<file path="config.mk">
export PLATFORM = sky130hd
export DESIGN_NAME = timer_count_core
export DESIGN_NICKNAME = d
export VERILOG_FILES = /design/src/rtl/timer_pkg.sv /design/src/rtl/timer_count_core_prescaler.sv /design/src/rtl/timer_count_core.sv
export SDC_FILE = /design/constraint.sdc
export NUM_CORES = 1
export LEC_CHECK = 0
export CAP_MARGIN = 20
export CORE_UTILIZATION = 52
export CTS_CLUSTER_DIAMETER = 60
export DETAILED_ROUTE_END_ITERATION = 16
export PLACE_DENSITY_LB_ADDON = 0.15
export SLEW_MARGIN = 20
export SYNTH_ARGS = -nofsm -noshare
export SYNTH_HDL_FRONTEND = slang
export SYNTH_SLANG_ARGS = --single-unit
</file>
<file path="constraint.sdc">
create_clock -name Clk -period 2.35 [get_ports Clk]
set_input_delay 0.3525 -clock Clk [delete_from_list [all_inputs] [get_ports Clk]]
set_output_delay 0.3525 -clock Clk [all_outputs]
set_load 0.01 [all_outputs]
</file>
<file path="src/rtl/timer_pkg.sv">
// Package: timer_pkg
// Purpose : Shared definitions for the two-mode timer. Holds the run-control
//           state encoding and the default count width / terminal count, which
//           the Reverser and display stages also use.
// Contents: timerState_e  - run-control FSM states
//           DEFAULT_WIDTH, DEFAULT_MAX_COUNT, DEFAULT_TICK_DIV
package timer_pkg;

  typedef enum logic [1:0] {
    ST_IDLE  = 2'd0,
    ST_RUN   = 2'd1,
    ST_PAUSE = 2'd2,
    ST_DONE  = 2'd3
  } timerState_e;

  localparam int DEFAULT_WIDTH     = 8;
  localparam int DEFAULT_MAX_COUNT = 99;
  localparam int DEFAULT_TICK_DIV  = 50_000_000;

endpackage : timer_pkg

</file>
<file path="src/rtl/timer_count_core_prescaler.sv">
// Module : tick_prescaler
// Purpose: Clock prescaler for the seconds engine. Counts 0..TICK_DIV-1 while
//          enabled and wraps to 0. It holds its value while disabled, so a
//          paused timer resumes mid-period.
// Ports  : Clk   in  1  system clock, rising edge
//          Rst_n in  1  synchronous, active-low reset (counter -> 0)
//          En    in  1  advance the counter this cycle
//          Clr   in  1  force the counter to 0 (overrides En)
//          Tick  out 1  high on an enabled cycle whose count is TICK_DIV-1
module tick_prescaler #(
  parameter int TICK_DIV = 50_000_000
) (
  input  logic Clk,
  input  logic Rst_n,
  input  logic En,
  input  logic Clr,
  output logic Tick
);

  localparam int PW = (TICK_DIV > 1) ? $clog2(TICK_DIV) : 1;
  localparam logic [PW-1:0] LAST = PW'(TICK_DIV - 1);
  localparam logic [PW-1:0] ZERO = '0;
  localparam logic [PW-1:0] ONE  = PW'(1);

  logic [PW-1:0] prescCount;

  // A tick is the final cycle of a prescaler period, and only while advancing.
  assign Tick = En && (prescCount == LAST);

  // Prescaler counter: clear, wrap at LAST, or hold while disabled.
  always_ff @(posedge Clk) begin
    if (!Rst_n) begin
      prescCount <= ZERO;
    end else if (Clr) begin
      prescCount <= ZERO;
    end else if (En) begin
      if (prescCount == LAST) begin
        prescCount <= ZERO;
      end else begin
        prescCount <= prescCount + ONE;
      end
    end else begin
      prescCount <= prescCount;
    end
  end

endmodule : tick_prescaler

</file>
<file path="src/rtl/timer_count_core.sv">
// Module : timer_count_core
// Purpose: Up-counting seconds engine. Counts 0..MAX_COUNT once per TICK_DIV
//          clocks under Start/Stop/Clear run control, and stops in DONE at the
//          terminal count. Down-count mode is derived downstream by the
//          Reverser, so this block only counts up.
// Ports  : Clk      in  1      system clock, rising edge
//          Rst_n    in  1      synchronous, active-low reset
//          Start    in  1      pulse: start from IDLE / resume from PAUSE
//          Stop     in  1      pulse: pause while RUN
//          Clear    in  1      pulse: back to IDLE with count 0
//          CountOut out WIDTH  registered count (to Reverser RevIn)
//          Running  out 1      registered, high while state is RUN
//          Done     out 1      registered, high while state is DONE
//          TickOut  out 1      registered, one-cycle pulse per increment
module timer_count_core
  import timer_pkg::*;
#(
  parameter int WIDTH     = DEFAULT_WIDTH,
  parameter int MAX_COUNT = DEFAULT_MAX_COUNT,
  parameter int TICK_DIV  = DEFAULT_TICK_DIV
) (
  input  logic             Clk,
  input  logic             Rst_n,
  input  logic             Start,
  input  logic             Stop,
  input  logic             Clear,
  output logic [WIDTH-1:0] CountOut,
  output logic             Running,
  output logic             Done,
  output logic             TickOut
);

  // Reject parameter sets the counter or prescaler cannot represent.
  if (((MAX_COUNT >> WIDTH) != 0) || (MAX_COUNT < 1) || (TICK_DIV < 2)) begin : gBadParams
    $error("timer_count_core: need 1 <= MAX_COUNT <= 2**WIDTH-1 and TICK_DIV >= 2");
  end

  localparam logic [WIDTH-1:0] COUNT_ZERO = '0;
  localparam logic [WIDTH-1:0] COUNT_ONE  = WIDTH'(1);
  localparam logic [WIDTH-1:0] COUNT_LAST = WIDTH'(MAX_COUNT - 1);

  timerState_e state;
  logic        tick;
  logic        prescEn;
  logic        prescClr;

  // The prescaler only advances on RUN cycles with no Stop/Clear, so a Stop
  // on a tick cycle leaves it parked at TICK_DIV-1 and the tick fires on the
  // first cycle after resume. Starting from IDLE restarts the period.
  assign prescEn  = (state == ST_RUN) && !Stop && !Clear;
  assign prescClr = Clear || ((state == ST_IDLE) && Start && !Stop);

  tick_prescaler #(
    .TICK_DIV(TICK_DIV)
  ) uPrescaler (
    .Clk  (Clk),
    .Rst_n(Rst_n),
    .En   (prescEn),
    .Clr  (prescClr),
    .Tick (tick)
  );

  // Run-control FSM with count register; Running/Done are updated on the
  // same edge as the state so they always match it. Priority: Clear > Stop > Start.
  always_ff @(posedge Clk) begin
    if (!Rst_n) begin
      state    <= ST_IDLE;
      CountOut <= COUNT_ZERO;
      Running  <= 1'b0;
      Done     <= 1'b0;
      TickOut  <= 1'b0;
    end else if (Clear) begin
      state    <= ST_IDLE;
      CountOut <= COUNT_ZERO;
      Running  <= 1'b0;
      Done     <= 1'b0;
      TickOut  <= 1'b0;
    end else begin
      TickOut <= 1'b0;
      case (state)
        ST_IDLE: begin
          if (!Stop && Start) begin
            state   <= ST_RUN;
            Running <= 1'b1;
          end
        end
        ST_RUN: begin
          if (Stop) begin
            state   <= ST_PAUSE;
            Running <= 1'b0;
          end else if (tick) begin
            CountOut <= CountOut + COUNT_ONE;
            TickOut  <= 1'b1;
            // Terminal value reached on this edge: enter DONE together with it.
            if (CountOut == COUNT_LAST) begin
              state   <= ST_DONE;
              Running <= 1'b0;
              Done    <= 1'b1;
            end
          end
        end
        ST_PAUSE: begin
          if (!Stop && Start) begin
            state   <= ST_RUN;
            Running <= 1'b1;
          end
        end
        ST_DONE: begin
          state <= ST_DONE;
        end
        default: begin
          state    <= ST_IDLE;
          CountOut <= COUNT_ZERO;
          Running  <= 1'b0;
          Done     <= 1'b0;
        end
      endcase
    end
  end

endmodule : timer_count_core

</file>
==> results of run 1 <==
repair_timing:
action                     CTS  global route
gates cloned                 0             0
setup endpoints to repair   34            33
resized for setup           11             5
pin swaps                    3             1
setup buffers                2             0
worst paths after layout:
path	cells past startpoint	slack, ps	to	start
setup / recovery	7	150	uPrescaler.prescCount[11]	Stop
hold / removal	1	480	Done	Done
setup reg to reg	6	190	uPrescaler.prescCount[11]	state[1]
hold reg to reg	1	480	Done	Done
final cells by class:
| cell class | count | area, µm² | share of cell area, % |
|---|---|---|---|
| clock buffer | 5 | 68.8 | 2.77 |
| clock inverter | 3 | 43.8 | 1.77 |
| inverter | 8 | 30.0 | 1.21 |
| multi-input combinational | 166 | 1160 | 46.9 |
| sequential | 39 | 782 | 31.5 |
| tap | 48 | 60.1 | 2.42 |
| timing repair buffer | 37 | 333 | 13.4 |
metrics by stage:
stage | std cells | hold WS [ps]
floorplan | 227 | 456
global placement | 296 | 450
detailed placement | 296 | 471
CTS | 306 | 484
global route | 306 | 508
finish | 306 | 477
cells in the final DEF (no fill, tap or decap), types with 2 or more instances in the layout:
master           count
a211oi_1            11
a211oi_2             4
a21oi_1              3
and3_1               4
and4_1               3
buf_4               20
clkbuf_8             5
clkdlybuf4s50_1     13
dfxtp_1             38
ha_1                 3
inv_1                8
nand2_1             11
nand2b_1             6
nand3_1             13
nand4_1              9
nor2_1               2
nor2b_1              2
nor3_1              15
nor4_1               4
nor4b_1              2
o21a_1               2
o21ai_0             11
o311ai_1             3
o31ai_1              7
o41ai_1              4
or2_2                2
or3_1               10
or3_4                2
or4_1                5
or4_4                5
xnor2_1              8
xor2_1               2
sequential cells by signal, indices dropped and copies added (netlist names):
| signal | count |
|---|---|
| CountOut | 8 |
| state | 2 |
| uPrescaler.prescCount | 26 |
| TickOut | 1 |
| Done | 1 |
| Running | 1 |
worst max-delay path, stage by stage:
cell and delay [ps]:
dlygate4sd2_1 250, or4b_4 570, buf_6 150, or3_4 390, buf_4 160, or3_1 320
a211oi_1 230
metal layers:
layer,global-route usage [%],wire length [µm],vias to the layer above
met2,46.4,2470,37
met1,32.7,2220,942
li1,-,-,933
met5,0,0,-
met3,5.18,148,10
met4,9.66,80,0
power by group through the flow:
stage,Sequential (µW),Clock [µW],Combinational (µW)
final,662,564,42.4
after global routing,662,591,46.5
after floorplan,679,0,18.9
after detailed placement,678,0,41.3
after global placement,678,0,38.9
after CTS,662,563,42.4
logic make-up (layout without fill, tap and decap cells):
kind of cell,Yosys count,after routing
and+or+nand+nor,99,99
AOI/OAI and AO/OA,53,53
DFF,39,39
buffers and inverters,22,53
xor gates and xnor gates,10,10
adders and majority gates,3,3
muxes,1,1
==> impl_results.md, run 1 <==
- Status: completed
- Reg power frac: roughly 52%
- Top cells by area, synth: dfxtp_1 39%, a211oi_1 5.3%, nor3_1 3.8%
- Clock group share of total power: ~45%
- Min cycle time layout: approximately 2200 ps
- Max_cap viols: 0
- RSZ-0062 raised after global routing: no
- DR vias: roughly 1900
- Dpl ws: -481 ps
- Final Wtd Congestion: between 0.7 and 0.8
- Worst EP arrival: roughly 2400 ps
- Most frequent cells after synthesis: 39 x dfxtp_1, 15 x nor3_1, 14 x a211oi_1
- Post-Syn Area: between 1500 and 2000 µm²
- Post-synth top area cell: dfxtp_1
- Port-buffer cells: 15
- Global-route wire length before repair: 8550 µm
- Rows: 22
- Synth unique cells: 42
- Internal power: 996 µW
- Combinational fraction of design power: approximately 3.3%
- Final hold vios: 0
- Syn_nets: between 200 and 250
- Largest net degree at the start of global routing: 27
- Yosys top cell area share: between 30 and 40%
- Worst-Margin Slew: between 400 and 500 ps
- Reg clk slew, reported paths: roughly 80 ps
- Setup WS post-layout: around 150 ps
- Fin area: 2480 µm²
- Post-synth EDFFs: 0
- IO Pins: 16
- Critical path class: in2reg
- CTS root buf: clkbuf_8
- Main combinational cell family by area after synthesis: simple AND/OR/NAND/NOR gates
- GRT Util Overall: between 20% and 30%
- Die W: roughly 64 µm
- Synthesized-area fraction occupied by adder cells: 1.88%
- Crit Path Max Fanout: 4
- Fill cells: between 300 and 400
- Clk sink count: 39
- Clock Skews: between 10 and 15 ps
- Share of async-settable or async-resettable flops after synthesis: 0%
- Share of layout cells above drive strength 1: 19.0%
- Die area: a little over 4000 µm²
- Final Power: about 1300 µW
- Vias in the first global route: 1929
- Mux share of post-synthesis cell area: less than 1%
- Dpl hpwl: ~3400 µm
- Leakage power: between 0.0007 and 0.0008 µW
- Req. time, crit path: between 2000 and 3000 ps
- Post-synthesis simple-gate area fraction: 29.7%
- Final Util: between 60% and 70%
- Final period util: ~94%
- F_max: 0.454 GHz
- Clk buf depth: 2
- Mean Syn Cell Area: between 8 and 9 µm²
- H-Tree Depth: 2
- Setup TNS Final: 0 ps
- Layout area overhead: 24.5%
- XOR/XNOR Fraction of Synth Area: between 4 and 5%
- Sw Ratio: around 22%
- Starting density of the core: 54.4%
- Clk Latency, worst-skew pair: approximately 300 ps
- ANT nets after route: 0
- Type of origin of the critical path: input port
- Initial antenna violation count: 0
- Nets: ~270
- Slew HR: 71.4%
- Post-synthesis compound-gate area fraction: 19.2%
- Post-Synthesis Cells: 227
- Core Box Area: ~3700 µm²
- Sw Pwr: about 270 µW
- Cts bufs inserted: 5
- PwrDens: 512 nW/µm²
- Worst VDD drop: slightly above 0.0004 V
- DRC Markers: 0
- Number of hold buffers added after CTS: 0
- DP Area: approximately 2300 µm²
- Register area share after synthesis: between 30% and 40%
- Min-Delay Path Class: reg2reg
- Top-count cell post-synth: dfxtp_1
- Vias/cell: about 6.3
- Ys flop type: dfxtp_1
- Syn. warnings: 0
- FF+latch count, synth: 39
- WL/cell: ~16 µm
- Die height: between 60 and 70 µm
- CP endpoint kind: flip-flop
- Count of pins over their slew limit: 0
- ANT cells: 0
- Setup violations, final: 0
- Pre-Repair DR Iteration Count: 4
- CTS tree: done
- Total grt overflow: 0
- Final wirelength: around 5000 µm
- DR iter-0 viols: 140
No activity file was read; power rests on OpenSTA's default activity.
==> run 2, diff against run 1 <==
--- a/config.mk
+++ b/config.mk
@@ -8,7 +8,9 @@
 export CAP_MARGIN = 20
 export CORE_UTILIZATION = 52
 export CTS_CLUSTER_DIAMETER = 60
+export CTS_CLUSTER_SIZE = 14
 export DETAILED_ROUTE_END_ITERATION = 16
+export GPL_TIMING_DRIVEN = 0
 export PLACE_DENSITY_LB_ADDON = 0.15
 export SLEW_MARGIN = 20
 export SYNTH_ARGS = -nofsm -noshare
==> run 2 against run 1 <==
  * Clock power down 26%
  * Design area is 3.4% lower
  * Maximum frequency decreased by 4.6%
  * Register-to-register slack worse by 150 ps
  * Via count down 3.9%
  * Total power is 12% lower
  * Critical path type is now reg2reg
  * Final cell count shrank 0.98%
  * Wire length is 8.7% lower
  * Clock-buffer cell count increased by 1
==> impl_results.md, run 2 (synthesized netlist as in run 1, its figures left out) <==
- Largest register FFs: 26
- Final Wtd Congestion: a little over 0.8
- RSZ-0062 raised after global routing: no
- Setup TNS Final: 0 ps
- Worst EP arrival: 2520 ps
- PwrDens: 465 nW/µm²
- Met1 Usage GRT: between 30% and 40%
- Critical path class: reg2reg
- CTS root buf: clkbuf_8
- Die area: between 4000 and 5000 µm²
- Reg power frac: between 50% and 60%
- Rows: 22
- Min cycle time layout: 2310 ps
- Global-route wire length before repair: 7850 µm
- WL/cell: around 15 µm
- Largest net degree at the start of global routing: 11
- GRT Util Overall: between 20% and 30%
- Dpl hpwl: approximately 3100 µm
- Commonest cells after routing, fill and taps aside: 37 x dfxtp_1, 14 x nor3_1, 14 x a211oi_1, 13 x clkdlybuf4s50_1, 12 x nand3_1
- Final wirelength: roughly 4500 µm
- Starting density of the core: 54.4%
- Top flop regs: uPrescaler.prescCount (26), CountOut (8), state (2)
- Setup WS post-layout: around 38 ps
- Fill cells: about 320
- Sw Pwr: approximately 240 µW
- Met2 Use GR: between 30% and 40%
- Type of origin of the critical path: flip-flop
- IO Pins: 16
- Pre-Repair DR Iteration Count: 4
- Count of pins over their slew limit: 0
- Capture point of the worst reg-to-reg path: uPrescaler.prescCount[25]
- Core Box Area: about 3700 µm²
- ANT cells: 0
- Dpl ws: -769 ps
- Clk sink count: 39
- Vias in the first global route: roughly 1700
- DRC Markers: 0
- Req. time, crit path: around 2600 ps
- H-Tree Depth: 2
- Worst-Margin Slew: between 800 and 900 ps
- Nets: roughly 260
- ANT nets after route: 0
- Clock group share of total power: 37.3%
- Final period util: between 90 and 100%
- Crit Path Max Fanout: 10
- Worst VDD drop: 0.000381 V
- Reg clk slew, reported paths: 70 ps
- Met3 Use GR: between 5 and 6%
- Hold Crit Start: Stop
- Worst R2R Path Depth: 5
- Setup violations, final: 0
- Layout area overhead: 20.3%
- Sw Ratio: 21.7%
- Vias/cell: approximately 6
- Commonest non-fill, non-tap cell in the layout: dfxtp_1
- Total grt overflow: 0
- Port-buffer cells: 15
- Internal power: between 800 and 900 µW
- Hold Path Sink: state[0]
- CP endpoint kind: flip-flop
- Flop2flop setup slack: ~38 ps
- Largest register by flop count: uPrescaler.prescCount
- Status: completed
- Hold depth: 2
- Leakage power: ~0.00070 µW
- R2R Path Start: state[1]
- Max_cap viols: 0
- Cts bufs inserted: 5
- Clk Latency, worst-skew pair: 290 ps
- DR iter-0 viols: between 100 and 150
- Share of layout cells above drive strength 1: between 10% and 20%
- Die height: ~64 µm
- F_max: roughly 0.43 GHz
- CTS tree: done
- Combinational fraction of design power: 3.2%
- Min-Delay Path Class: in2reg
- Die W: ~64 µm
- DR vias: 1848
- Slew HR: between 40% and 50%
- Top Usage Layer GRT: met2
- Final hold vios: 0
- Clk buf depth: 2
- Initial antenna violation count: 0
- Clock Skews: roughly 7.1 ps
[run 2: cell count changes in the layout (fill, tap and decap cells not counted), sizes merged]
cell,change
clkbuf,+8
buf,-7
clkinv,-2
dlymetal6s2s,-1
bufinv,-1
[run 2: critical path, stage by stage (launching register included)]
cell      delay, ps
dfxtp_4         340
or4b_4          540
or4_4           580
buf_6           160
or4_1           390
a211oi_1        220
[run 2: power groups by stage]
stage	combinational [µW]	clock [µW]	sequential, µW
after CTS	35.7	425	662
after global routing	39.8	450	662
after floorplan	18.9	0	679
after detailed placement	36.2	0	679
after global placement	35.8	0	678
final	36.0	415	662
[run 2: final cells by class]
class | count | area (µm²) | share of cell area, %
well taps | 48 | 60.1 | 2.51
plain buffers | 12 | 86.3 | 3.60
flip-flops and latches | 39 | 786 | 32.8
multi-input cells | 166 | 1150 | 48.1
inverters | 8 | 30.0 | 1.25
clock buffers | 6 | 72.6 | 3.03
repair buffers | 24 | 208 | 8.67
[run 2: per-stage QoR]
stage | instances | utilization [%] | total power, µW | hold slack [ps] | cell area [µm²]
after floorplan | 227 | - | 698 | 456 | 2000
after global placement | 290 | 60.3 | 714 | 448 | 2210
after detailed placement | 290 | 60.3 | 715 | 457 | 2210
after CTS | 300 | 63.6 | 1120 | 475 | 2330
after global routing | 303 | 65.4 | 1150 | 365 | 2400
final | 303 | 65.4 | 1110 | 334 | 2400
[run 2: worst max path at each step]
stage                     slack, ps  depth (start not counted)                   endpoint  startpoint
after floorplan                  -5                          7                CountOut[7]        Stop
after global placement         -760                          8   uPrescaler.prescCount[0]        Stop
after detailed placement       -770                          8  uPrescaler.prescCount[18]        Stop
after CTS                        -5                          5                    Running    state[1]
after global routing              9                          5  uPrescaler.prescCount[25]    state[1]
final                            40                          5  uPrescaler.prescCount[25]    state[1]
[run 2: repair_timing]
action	in CTS	in global routing
setup endpoints to repair	37	31
hold buffers	0	0
gates resized for setup	12	17
pin swaps	2	3
buffers inserted	5	4
[run 2: routing by layer]
metal	vias up	share of wire, %
met5	-	0
met4	0	1.3
met3	5	2.1
met2	21	47
met1	888	50
li1	934	-
